===== src/rtl/bias_pkg.sv =====
// Shared definitions for the bias fetch path: fetch FSM states and default geometry.
package bias_pkg;

    localparam int BIAS_LANES = 4;
    localparam int BIAS_WIDTH = 32;

    typedef enum logic [1:0] {
        IDLE  = 2'd0,
        ISSUE = 2'd1,
        DRAIN = 2'd2,
        HOLD  = 2'd3
    } bias_state_e;

endpackage


===== src/rtl/bias_fetch_unit.sv =====
// Fetches one LANES-wide bias vector from an external one-cycle-latency ROM and
// presents it on a valid/ready handshake.
module bias_fetch_unit
    import bias_pkg::*;
#(
    parameter int  LANES = BIAS_LANES,
    parameter int  WIDTH = BIAS_WIDTH,
    parameter int  DEPTH = 256,
    localparam int AW    = $clog2(DEPTH)
) (
    input  logic                   clk,
    input  logic                   rst_n,
    input  logic                   start,
    input  logic [AW-1:0]          base_addr,
    input  logic [AW-1:0]          first_ch,
    input  logic [AW:0]            num_ch,
    output logic                   busy,
    output logic                   rom_read_enable,
    output logic [AW-1:0]          rom_addr,
    input  logic [WIDTH-1:0]       rom_bias,
    output logic [LANES*WIDTH-1:0] bias_vec,
    output logic                   bias_valid,
    input  logic                   bias_ready
);

    localparam int            LW   = (LANES > 1) ? $clog2(LANES) : 1;
    localparam int            SW   = AW + 2;
    localparam logic [LW-1:0] LAST = LW'(LANES - 1);

    bias_state_e state_q, state_d;

    logic [AW-1:0] base_q, first_q;
    logic [AW:0]   num_q;
    logic [LW-1:0] lane_q;

    // Read issued last cycle, whose data is on rom_bias this cycle.
    logic          cap_pend_q, cap_en_q;
    logic [LW-1:0] cap_lane_q;

    logic [LANES-1:0][WIDTH-1:0] stage_q, vec_q, vec_d;

    logic [SW-1:0] ch_idx, addr_sum;
    logic          lane_en;

    always_comb begin
        ch_idx   = SW'(first_q) + SW'(lane_q);
        lane_en  = ch_idx < SW'(num_q);
        addr_sum = SW'(base_q) + ch_idx;
    end

    always_comb begin
        state_d = state_q;
        case (state_q)
            IDLE:    if (start) state_d = ISSUE;
            ISSUE:   if (lane_q == LAST) state_d = DRAIN;
            DRAIN:   state_d = HOLD;
            HOLD:    if (bias_ready) state_d = IDLE;
            default: state_d = IDLE;
        endcase
    end

    assign busy            = (state_q != IDLE);
    assign bias_valid      = (state_q == HOLD);
    assign rom_read_enable = (state_q == ISSUE) && lane_en;
    assign rom_addr        = rom_read_enable ? AW'(addr_sum % SW'(DEPTH)) : '0;
    assign bias_vec        = vec_q;

    // Lanes past the layer's channel count are forced to zero instead of captured.
    always_comb begin
        vec_d = stage_q;
        if (cap_pend_q) vec_d[cap_lane_q] = cap_en_q ? rom_bias : '0;
    end

    always_ff @(posedge clk or negedge rst_n) begin
        if (!rst_n) begin
            state_q    <= IDLE;
            base_q     <= '0;
            first_q    <= '0;
            num_q      <= '0;
            lane_q     <= '0;
            cap_pend_q <= 1'b0;
            cap_en_q   <= 1'b0;
            cap_lane_q <= '0;
            stage_q    <= '0;
            vec_q      <= '0;
        end else begin
            state_q    <= state_d;
            stage_q    <= vec_d;
            cap_pend_q <= (state_q == ISSUE);
            cap_en_q   <= rom_read_enable;
            cap_lane_q <= lane_q;
            if (state_q == IDLE && start) begin
                base_q  <= base_addr;
                first_q <= first_ch;
                num_q   <= num_ch;
                lane_q  <= '0;
            end
            if (state_q == ISSUE) lane_q <= (lane_q == LAST) ? '0 : lane_q + 1'b1;
            // Output vector only moves when the final lane lands, so it is stable outside HOLD.
            if (state_q == DRAIN) vec_q <= vec_d;
        end
    end

endmodule


===== config.mk =====
export PLATFORM = sky130hd
export DESIGN_NAME = bias_fetch_unit
export DESIGN_NICKNAME = d
export VERILOG_FILES = /design/src/rtl/bias_pkg.sv /design/src/rtl/bias_fetch_unit.sv
export SDC_FILE = /design/constraint.sdc
export NUM_CORES = 1
export LEC_CHECK = 0
export BUFFER_PORTS_ARGS = -buffer_cell sky130_fd_sc_hd__buf_4
export CORE_UTILIZATION = 45
export CTS_BUF_LIST = sky130_fd_sc_hd__clkbuf_8
export DETAILED_ROUTE_END_ITERATION = 8
export GPL_ROUTABILITY_DRIVEN = 0
export PLACE_DENSITY = 0.67
export SKIP_LAST_GASP = 1
export SLEW_MARGIN = 20
export SYNTH_ARGS = -nofsm -noshare
export SYNTH_HDL_FRONTEND = slang
export SYNTH_SLANG_ARGS = --single-unit

===== constraint.sdc =====
create_clock -name clk -period 3.9 [get_ports clk]
set_clock_uncertainty 0.15 [all_clocks]
set_input_delay 0.39 -clock clk [delete_from_list [all_inputs] [get_ports clk]]
set_output_delay 0.39 -clock clk [all_outputs]
set_load 0.02 [all_outputs]

==> key figures, run 1 <==
Drt
  • Number of DRC markers in iteration 0: 263
  • Routed Wire Length: around 24000 µm
  • First-pass DRT Iterations: 4
  • Avg WL per Cell: about 16 µm
  • Post-DRT Antenna Nets: 0
  • Vias per cell: 4.95
  • Via count: ~7.4k
  • Residual DRC: 0

Synthesis
  • Synth Area per Inst: between 10 and 15 µm²
  • Synthesis-stage register bit count: between 200 and 300
  • Synth Instances: between 800 and 900
  • Register area share after synthesis: between 60% and 70%
  • Synth cell types: 32
  • Syn. warnings: 0
  • Synth Cell Area: between 10000 and 15000 µm²
  • Syn nets: 979

Pwr
  • Pint: 8.17 mW
  • Switching power: between 4 and 5 mW
  • Maximum vdd drop: about 0.63 mV
  • Gate power share: between 40 and 50%
  • LEAKAGE: ~7 nW
  • Total power: 12.9 mW
  • Pwr/cell area: between 800 and 900 nW/µm²
  • Sequential share of power: between 30% and 40%
  • Clock power share: between 10% and 20%
  • Sw Share: about 37%

Timing
  • Slew HR: 39.1%
  • Period utilization: between 90 and 100%
  • Measured slew at the worst slew-check pin: about 910 ps
  • Final setup viols: 0
  • Final TNS setup: 0 ps
  • Slew Viols, Final: 0
  • Min Tclk post-route: between 3000 and 4000 ps
  • Worst setup margin: 169 ps
  • Final-report hold violation count: 0
  • Fmax: ~270 MHz
  • RSZ-0062 raised after global routing: no

Die
  • Die width: approximately 160 µm
  • Number of I/O pins: 200
  • Chip height: 160 µm
  • Core area: roughly 24000 µm²
  • Rows: between 50 and 60
  • Die area: roughly 26000 µm²
  • Starting Density: 46.1%

GRT
  • Global-route wire length before repair: 40300 µm
  • GRT Util Overall: about a fifth
  • Initial antenna violation count: 0
  • Vias in the first global route: approximately 7.6k
  • Largest net degree at the start of global routing: about 120
  • Total grt overflow: 0

Place
  • Detail Placement HPWL: 15700 µm
  • Number of I/O port buffers: ~200
  • Setup WS pre-CTS: 537 ps
  • Placed insts: between 1k and 1.5k

Layout
  • Layout cells sized above 1: about two fifths
  • ANT cells: 0
  • Commonest non-fill, non-tap cells in the layout: 288 x dfrtp_1, 208 x buf_4, 170 x nand2_1, 153 x mux2_2, 103 x o21ai_0
  • Non-Filler Instances: approximately 1.5k
  • Most common library cell in the layout ignoring fill and taps: dfrtp_1
  • Nets@finish: 1223
  • Area delta synth->final: 27.7%

CTS
  • CTS H-tree depth: 2
  • Clock tree buffer depth: 3
  • Clock-pin slew on the worst setup and hold paths: around 60 ps
  • CTS Sinks: just under 300
  • Clock root cell: clkbuf_8
  • CTS tree: yes
  • Worst-Skew Late Latency: around 540 ps
  • CTS buffer count: between 40 and 50

Critical path
  • CP endpoint kind: output port
  • Reg-to-reg setup timing slack: 1220 ps
  • Crit Path Class: register to output port
  • Worst Path Required: approximately 3400 ps
  • Startpoint Class: register
  • CP Max Fanout: 8
  • Worst endpoint data arrival time: 3190 ps

Worst hold path
  • Worst Hold Class: input pin to register

Outcome
  • Status: finished, final reports clean

Run
  • Max Cap Viol: 0
cells by family after synthesis:
| kind of cell | share of synthesized area (%) |
|---|---|
| flops | 64.4 |
| simple gates | 7.19 |
| compound gates | 7.06 |
| buf+inv | 2.15 |
| mux | 15.4 |
| fa+ha+maj | 2.92 |
| xor+xnor | 0.913 |
synth_stat cells:
master / count / share of area [%]
a21o_1: 3 / 0.20
a21oi_1: 6 / 0.27
a31oi_1: 2 / 0.11
and4_1: 1 / 0.078
buf_1: 3 / 0.10
buf_2: 7 / 0.31
clkbuf_1: 34 / 1.1
dfrtp_1: 289 / 64
fa_1: 2 / 0.36
ha_1: 23 / 2.6
inv_1: 18 / 0.60
mux2_2: 153 / 15
mux2i_1: 1 / 0.089
nand2_1: 171 / 5.7
nand2b_1: 2 / 0.11
nand3_1: 3 / 0.13
nand3b_1: 3 / 0.20
nand4_1: 2 / 0.11
nor2_1: 8 / 0.27
nor2b_1: 5 / 0.28
nor3_1: 2 / 0.089
nor3b_1: 2 / 0.13
o2111ai_1: 1 / 0.078
o21a_1: 2 / 0.13
o21ai_0: 105 / 4.7
o21ai_1: 32 / 1.4
o221a_2: 1 / 0.10
o31ai_1: 1 / 0.067
or3b_1: 1 / 0.078
xnor2_1: 6 / 0.47
xor2_1: 3 / 0.23
xor3_1: 1 / 0.21
through the flow:
| step | hold slack, ps | util [%] | area, µm² |
|---|---|---|---|
| floorplan | -55.6 | - | 11200 |
| global placement | 290 | 53.8 | 13100 |
| detailed placement | 300 | 53.8 | 13100 |
| CTS | 37.2 | 58.6 | 14300 |
| global route | 61.5 | 58.8 | 14400 |
| finish | 66.4 | 58.8 | 14400 |
power by group through the flow:
| stage | combinational (mW) | sequential, mW | clock (mW) |
|---|---|---|---|
| 6_report | 5.47 | 4.95 | 2.47 |
| 5_1_grt | 5.99 | 5.10 | 2.69 |
| 4_1_cts | 5.42 | 4.96 | 2.56 |
| 3_5_place_dp | 5.38 | 5.01 | 0 |
| 3_3_place_gp | 5.27 | 4.97 | 0 |
| 2_1_floorplan | 2.81 | 5.53 | 0 |
repair_timing:
item	CTS	global route
setup buffers	0	3
endpoints found under the hold margin	139	0
pin swaps	0	5
resized for setup	1	11
hold buffers	26	0
endpoints found under the setup margin	7	9
cell type report:
| cell class | instances | area (µm²) |
|---|---|---|
| Multi-Input combinational cell | 542 | 3830 |
| Inverter | 18 | 67.6 |
| Tap cell | 324 | 405 |
| Timing Repair Buffer | 240 | 1920 |
| Sequential cell | 289 | 7230 |
| Fill cell | 2060 | 10000 |
| Clock buffer | 55 | 757 |
| Clock inverter | 26 | 138 |
path summary, 6_finish.rpt:
path                               from           end  depth (start not counted)
hold reg to reg             stage_q[34]   stage_q[34]                          2
min in group asynchronous         rst_n   stage_q[89]                          2
setup reg to reg              lane_q[0]      cap_en_q                         11
max in group asynchronous         rst_n  bias_vec[97]                          3
setup / recovery              lane_q[0]   rom_addr[1]                         12
hold / removal             rom_bias[27]   stage_q[27]                          3
per-layer routing:
| metal | vias to the layer above | track usage, % | share of wire, % |
|---|---|---|---|
| li1 | 3546 | - | - |
| met1 | 3629 | 27.2 | 46 |
| met2 | 182 | 31.2 | 47 |
| met3 | 41 | 4.36 | 5.2 |
| met4 | 0 | 6.02 | 2.0 |
| met5 | - | 0 | 0 |
worst max-delay path, stage by stage (launching register included):
cell       delay [ps]
dfrtp_1           400
ha_2              200
fa_2              430
nand2_1           120
xnor2_1           170
ha_1              290
a21oi_1           150
nor2b_1            70
o21ai_2           160
o2111ai_4         220
buf_6             190
nor2_1            100
buf_4             150
registers in the layout, summed over array words and instances (netlist names):
name	count
stage_q	128
lane_q	2
bias_vec	128
cap_lane_q	2
cap_en_q	1
cap_pend_q	1
state_q	2
first_q	8
num_q	9
base_q	8
No activity file was read; power rests on OpenSTA's default activity.
==> inputs of run 2 (changes only) <==
--- a/config.mk
+++ b/config.mk
@@ -6,11 +6,11 @@
 export NUM_CORES = 1
 export LEC_CHECK = 0
 export BUFFER_PORTS_ARGS = -buffer_cell sky130_fd_sc_hd__buf_4
-export CORE_UTILIZATION = 45
+export CORE_UTILIZATION = 58
 export CTS_BUF_LIST = sky130_fd_sc_hd__clkbuf_8
 export DETAILED_ROUTE_END_ITERATION = 8
 export GPL_ROUTABILITY_DRIVEN = 0
-export PLACE_DENSITY = 0.67
+export PLACE_DENSITY = 0.82
 export SKIP_LAST_GASP = 1
 export SLEW_MARGIN = 20
 export SYNTH_ARGS = -nofsm -noshare
==> run 2 against run 1 <==
  * Design area fell by 0.55%
  * Via count rose by 2.1%
  * First-iteration DRC count rose by 17%
  * Sequential share of layout area rose by 0.27 points
  * Sequential power barely moved
  * Global-route usage rose by 5.7 points
  * Critical path type unchanged
  * Largest cell class unchanged
==> key figures, run 2 (same netlist as run 1, synthesis figures left out) <==
Timing
  • Measured slew at the worst slew-check pin: 1090 ps (was 913 ps)
  • Slew Viols, Final: 0 (unchanged)
  • Worst setup margin: 93.2 ps (was 169 ps)
  • Period utilization: 97.6% (was 95.7%)
  • Final TNS setup: 0 ps (unchanged)
  • Final setup viols: 0 (unchanged)
  • Fmax: 263 MHz (was 268 MHz)
  • Slew HR: 27.4% (was 39.1%)
  • Final-report hold violation count: 0 (unchanged)
  • Min Tclk post-route: 3810 ps (was 3730 ps)

Layout
  • Reg area: 7230 µm² (about the same)
  • Commonest non-fill, non-tap cells in the layout: 289 x dfrtp_1, 206 x buf_4, 171 x nand2_1, 153 x mux2_2, 104 x o21ai_0 (was 288 x dfrtp_1, 208 x buf_4, 170 x nand2_1, 153 x mux2_2, 103 x o21ai_0)
  • Area delta synth->final: 27.0% (was 27.7%)
  • Nets@finish: 1220 (was 1223)
  • Footprint of the multi-input gates: 3840 µm² (was 3830 µm²)
  • ANT cells: 0 (unchanged)
  • Most common library cell in the layout ignoring fill and taps: dfrtp_1 (unchanged)
  • Non-Filler Instances: 1426 (was 1494)
  • Final Util: 75.8% (was 58.8%)
  • Layout cells sized above 1: 37.8% (was 38.0%)
  • Fillers: 1207 (was 2060)

Die
  • Die area: 19900 µm² (was 25600 µm²)
  • Starting Density: 59.7% (was 46.1%)
  • Chip height: 141 µm (was 160 µm)
  • Rows: 50 (was 57)
  • Core area: 18800 µm² (was 24400 µm²)
  • Number of I/O pins: 200 (unchanged)
  • Die width: 141 µm (was 160 µm)

CTS
  • Clock-pin slew on the worst setup and hold paths: 60 ps (about the same)
  • CTS tree: yes (unchanged)
  • CTS H-tree depth: 2 (unchanged)
  • Clock tree buffer depth: 3 (unchanged)
  • Worst-Skew Late Latency: 530 ps (was 540 ps)
  • Clock root cell: clkbuf_8 (unchanged)
  • Post-CTS setup buffers: 0 (unchanged)
  • CTS buffer count: 45 (was 46)
  • CTS Sinks: 289 (unchanged)

Place
  • Placed insts: 1319 (was 1384)
  • Detail Placement HPWL: 15500 µm (was 15700 µm)
  • Setup WS pre-CTS: 493 ps (was 537 ps)
  • Number of I/O port buffers: 199 (unchanged)

Critical path
  • CP max stage cell: dfrtp_1 (was fa_2)
  • CP Max Fanout: 5 (was 8)
  • Worst endpoint data arrival time: 3270 ps (was 3190 ps)
  • Startpoint Class: register (unchanged)
  • Crit path top cell by count: ha_1
  • Crit Path Class: register to output port (unchanged)
  • Delay-heaviest family, CP: adder cells (unchanged)
  • Max incr delay on CP: 430 ps (about the same)
  • Worst Path Required: 3360 ps (about the same)
  • CP endpoint kind: output port (unchanged)
  • Cell Chain, Critical Path: ha_1 -> fa_2 -> xor2_2 -> ha_1 -> a21oi_1 -> o21ai_0 -> a31oi_2 -> o2111ai_4 -> nor3_1 -> buf_4 (was ha_2 -> fa_2 -> nand2_1 -> xnor2_1 -> ha_1 -> a21oi_1 -> nor2b_1 -> o21ai_2 -> o2111ai_4 -> buf_6 -> nor2_1 -> buf_4)
  • CP bufs+invs: 1 (was 2)

Drt
  • Via count: 7554 (was 7398)
  • Avg WL per Cell: 17.1 µm (was 16.4 µm)
  • Post-DRT Antenna Nets: 0 (unchanged)
  • Routed Wire Length: 24400 µm (was 24500 µm)
  • Residual DRC: 0 (unchanged)
  • Vias per cell: 5.30 (was 4.95)
  • Number of DRC markers in iteration 0: 308 (was 263)
  • First-pass DRT Iterations: 4 (unchanged)

Pwr
  • Pwr/cell area: 911 nW/µm² (was 898 nW/µm²)
  • LEAKAGE: 7.02 nW (was 7.03 nW)
  • Maximum vdd drop: 0.721 mV (was 0.631 mV)

Run
  • Max Cap Viol: 0 (unchanged)

GRT
  • Total grt overflow: 0 (unchanged)
  • Initial antenna violation count: 0 (unchanged)
  • Vias in the first global route: 7758 (was 7645)
  • GRT Util Overall: 25.4% (was 19.7%)
  • Largest net degree at the start of global routing: 93 (was 121)
  • Global-route wire length before repair: 39600 µm (was 40300 µm)

Worst hold path
  • Worst Hold Class: input pin to register (unchanged)

Outcome
  • Status: finished, final reports clean (unchanged)
[run 2: cell types whose count changed in the layout (fill, tap and decap cells not counted), sizes merged]
cell,delta
buf,-3
bufinv,+1
clkinv,-1
clkinvlp,-1
inv,-1
o2111ai,+1
[run 2: worst paths after layout]
kind / from / end / slack, ps / cells after the start
setup / recovery: lane_q[0] / rom_addr[2] / 90 / 10
hold / removal: rom_bias[27] / stage_q[27] / 60 / 3
setup reg to reg: lane_q[0] / cap_en_q / 1230 / 9
hold reg to reg: lane_q[0] / cap_lane_q[0] / 330 / 0
max in group asynchronous: rst_n / stage_q[29] / 2360 / 3
min in group asynchronous: rst_n / stage_q[105] / 300 / 2
[run 2: per-layer routing]
layer | GRT usage, % | vias to the layer above | part of all wire (%)
met5 | 0 | - | 0
met4 | 7.95 | 0 | 2.0
met3 | 4.38 | 41 | 3.9
met2 | 42.1 | 191 | 50
met1 | 34.5 | 3782 | 44
li1 | - | 3540 | -
[run 2: tightest hold or removal path, stage by stage]
cell and delay [ps]:
buf_4 110, nand2_1 100, o21ai_1 100
[run 2: timing repair]
item | CTS | global route
endpoints found under the setup margin | 7 | 9
endpoints found under the hold margin | 114 | 0
hold buffers | 26 | 0
pin swaps | 0 | 1
cloned | 0 | 1
gates resized for setup | 1 | 8
[run 2: layout make-up]
class | count | area share, %
multi-input combinational | 543 | 26.9
inverter | 18 | 0.473
clock inverter | 24 | 1.10
tap | 260 | 2.28
timing repair buffer | 237 | 13.3
clock buffer | 55 | 5.30
sequential | 289 | 50.7
[run 2: metrics by stage]
step           power (mW)  area, µm²  hold slack, ps
2_1_floorplan        8.34      11200           -55.6
3_3_place_gp         10.1      13000             282
3_5_place_dp         10.4      13000             294
4_1_cts              13.0      14200            37.6
5_1_grt              13.8      14300            62.2
6_report             13.0      14300            62.4
[run 2: power breakdown]
part           switching, mW  internal (mW)  leakage, nW
clock                   1.11           1.41        0.530
sequential             0.673           4.29         3.72
combinational           3.01           2.52         2.77
total                   4.79           8.21         7.02
==> inputs of run 3 (changes only) <==
--- a/config.mk
+++ b/config.mk
@@ -5,14 +5,15 @@
 export SDC_FILE = /design/constraint.sdc
 export NUM_CORES = 1
 export LEC_CHECK = 0
-export BUFFER_PORTS_ARGS = -buffer_cell sky130_fd_sc_hd__buf_4
+export BUFFER_PORTS_ARGS = -buffer_cell sky130_fd_sc_hd__clkbuf_2
 export CORE_UTILIZATION = 58
 export CTS_BUF_LIST = sky130_fd_sc_hd__clkbuf_8
 export DETAILED_ROUTE_END_ITERATION = 8
 export GPL_ROUTABILITY_DRIVEN = 0
 export PLACE_DENSITY = 0.82
+export SKIP_CTS_REPAIR_TIMING = 1
 export SKIP_LAST_GASP = 1
-export SLEW_MARGIN = 20
+export SLEW_MARGIN = 10
 export SYNTH_ARGS = -nofsm -noshare
 export SYNTH_HDL_FRONTEND = slang
 export SYNTH_SLANG_ARGS = --single-unit
==> run 3 against run 2 <==
  * Non-clock buffer count down 1
  * Critical endpoint unchanged
  * Critical path type unchanged
  * Core utilization fell by 2.6 points
  * Highest routed layer unchanged
  * Sequential power down 0.8%
  * Combinational power shrank 7.6%
==> key figures, run 3 (same netlist as run 1, synthesis figures left out) <==
Worst hold path
  • Worst Hold Class: input pin to register (unchanged)

Layout
  • Nets@finish: 1219 (was 1220)
  • ANT cells: 0 (unchanged)
  • Commonest non-fill, non-tap cells in the layout: 289 x dfrtp_1, 197 x clkbuf_2, 171 x nand2_1, 153 x mux2_2, 103 x o21ai_0 (was 289 x dfrtp_1, 206 x buf_4, 171 x nand2_1, 153 x mux2_2, 104 x o21ai_0)
  • Layout cells sized above 1: 37.9% (was 37.8%)
  • Most common library cell in the layout ignoring fill and taps: dfrtp_1 (unchanged)
  • Fillers: 1263 (was 1207)
  • Final Util: 73.2% (was 75.8%)
  • Area delta synth->final: 22.6% (was 27.0%)

Die
  • Chip height: 141 µm (unchanged)
  • Starting Density: 59.7% (unchanged)
  • Die area: 19900 µm² (unchanged)
  • Rows: 50 (unchanged)
  • Die width: 141 µm (unchanged)
  • Number of I/O pins: 200 (unchanged)
  • Core area: 18800 µm² (unchanged)

GRT
  • Total grt overflow: 0 (unchanged)
  • GRT Util Overall: 24.0% (was 25.4%)
  • Largest net degree at the start of global routing: 100 (was 93)
  • Initial antenna violation count: 0 (unchanged)
  • Vias in the first global route: 7537 (was 7758)
  • Global-route wire length before repair: 37600 µm (was 39600 µm)

Outcome
  • Status: finished, final reports clean (unchanged)

Pwr
  • LEAKAGE: 6.87 nW (was 7.02 nW)
  • Pwr/cell area: 910 nW/µm² (was 911 nW/µm²)
  • Maximum vdd drop: 0.613 mV (was 0.721 mV)
  • Total power: 12.5 mW (was 13.0 mW)

Critical path
  • Crit Path Class: register to output port (unchanged)
  • Crit path top cell by count: ha_1 (unchanged)
  • Delay-heaviest family, CP: adder cells (unchanged)
  • Worst Path Required: 3360 ps (about the same)
  • Startpoint Class: register (unchanged)
  • Worst endpoint data arrival time: 3250 ps (was 3270 ps)
  • Cell Chain, Critical Path: ha_1 -> fa_2 -> nand2_1 -> xnor2_1 -> ha_1 -> a21oi_1 -> nor2b_1 -> o21ai_2 -> o2111ai_4 -> nor3_1 -> buf_2 (was ha_1 -> fa_2 -> xor2_2 -> ha_1 -> a21oi_1 -> o21ai_0 -> a31oi_2 -> o2111ai_4 -> nor3_1 -> buf_4)
  • CP Max Fanout: 5 (unchanged)
  • CP bufs+invs: 1 (unchanged)
  • Max incr delay on CP: 420 ps (was 430 ps)
  • CP max stage cell: dfrtp_1 (unchanged)
  • CP endpoint kind: output port (unchanged)

Drt
  • Avg WL per Cell: 16.7 µm (was 17.1 µm)
  • Via count: 7515 (was 7554)
  • Routed Wire Length: 23800 µm (was 24400 µm)
  • Number of DRC markers in iteration 0: 309 (was 308)
  • Vias per cell: 5.27 (was 5.30)
  • Post-DRT Antenna Nets: 0 (unchanged)
  • Residual DRC: 0 (unchanged)
  • First-pass DRT Iterations: 5 (was 4)

Timing
  • Min Tclk post-route: 3790 ps (was 3810 ps)
  • Slew HR: 25.4% (was 27.4%)
  • Slew Viols, Final: 0 (unchanged)
  • Final TNS setup: 0 ps (unchanged)
  • Measured slew at the worst slew-check pin: 1120 ps (was 1090 ps)
  • Final-report hold violation count: 0 (unchanged)
  • Final setup viols: 0 (unchanged)
  • Fmax: 264 MHz (was 263 MHz)
  • Period utilization: 97.2% (was 97.6%)

CTS
  • Clock root cell: clkbuf_8 (unchanged)
  • CTS H-tree depth: 2 (unchanged)
  • CTS buffer count: 45 (unchanged)
  • CTS tree: yes (unchanged)
  • CTS Sinks: 289 (unchanged)
  • Clock-pin slew on the worst setup and hold paths: 60 ps (about the same)
  • Worst-Skew Late Latency: 530 ps (about the same)
  • Clock tree buffer depth: 3 (unchanged)

Run
  • Max Cap Viol: 0 (unchanged)

Place
  • Number of I/O port buffers: 199 (unchanged)
  • Detail Placement HPWL: 15200 µm (was 15500 µm)
-- run 3: changes by cell type in the layout (fill, tap and decap cells not counted), moves of 2 or more --
| cell | delta |
|---|---|
| clkbuf_2 | +197 |
| bufinv_16 | -2 |
| clkinv_2 | -2 |
| clkbuf_8 | +6 |
| inv_1 | -3 |
| buf_4 | -199 |
-- run 3: power breakdown --
| group | internal, mW | switching [mW] |
|---|---|---|
| Combinational | 2.12 | 2.99 |
| Clock | 1.39 | 1.11 |
| Sequential | 4.29 | 0.635 |
-- run 3: worst register-to-register path: cells and delay by family (launching register included) --
family / cells / cell delay (ps)
DFF: 1 / 420
AOI/OAI and AO/OA: 3 / 710
and+or+nand+nor: 1 / 50
buffers and inverters: 1 / 110
xor gates and xnor gates: 1 / 180
adders and majority gates: 3 / 910
-- run 3: routing by layer --
metal	routed length, µm	global-route usage, %	up-vias
met3	1360	5.33	37
li1	-	-	3539
met2	11700	39.6	216
met5	0	0	-
met1	10300	32.2	3723
met4	387	7.09	0
-- run 3: final timing paths --
| path | from | to | slack (ps) | cells past startpoint |
|---|---|---|---|---|
| max | lane_q[0] | rom_addr[2] | 110 | 11 |
| min | rom_bias[31] | stage_q[31] | 40 | 3 |
| max reg2reg | lane_q[0] | cap_en_q | 1240 | 9 |
| min reg2reg | lane_q[0] | cap_lane_q[0] | 320 | 0 |
| max in group asynchronous | rst_n | stage_q[88] | 2350 | 3 |
| min in group asynchronous | rst_n | stage_q[41] | 330 | 2 |
-- run 3: metrics by stage --
| step | worst slack (ps) | hold slack, ps | std cells | cell area (µm²) |
|---|---|---|---|---|
| 2_1_floorplan | 631 | -55.6 | 893 | 11200 |
| 3_3_place_gp | 563 | 279 | 1319 | 12500 |
| 3_5_place_dp | 534 | 310 | 1319 | 12500 |
| 4_1_cts | -56.7 | -245 | 1398 | 13500 |
| 5_1_grt | -68.2 | 38.3 | 1425 | 13800 |
| 6_report | 108 | 44.3 | 1425 | 13800 |
-- run 3: final cells by class --
cell class / instances / area, µm² / share of cell area (%)
timing repair buffer: 236 / 1400 / 10.2
inverter: 18 / 67.6 / 0.490
clock buffer: 61 / 840 / 6.09
multi-input combinational: 543 / 3830 / 27.8
sequential: 289 / 7230 / 52.5
clock inverter: 18 / 82.6 / 0.599
tap: 260 / 325 / 2.36
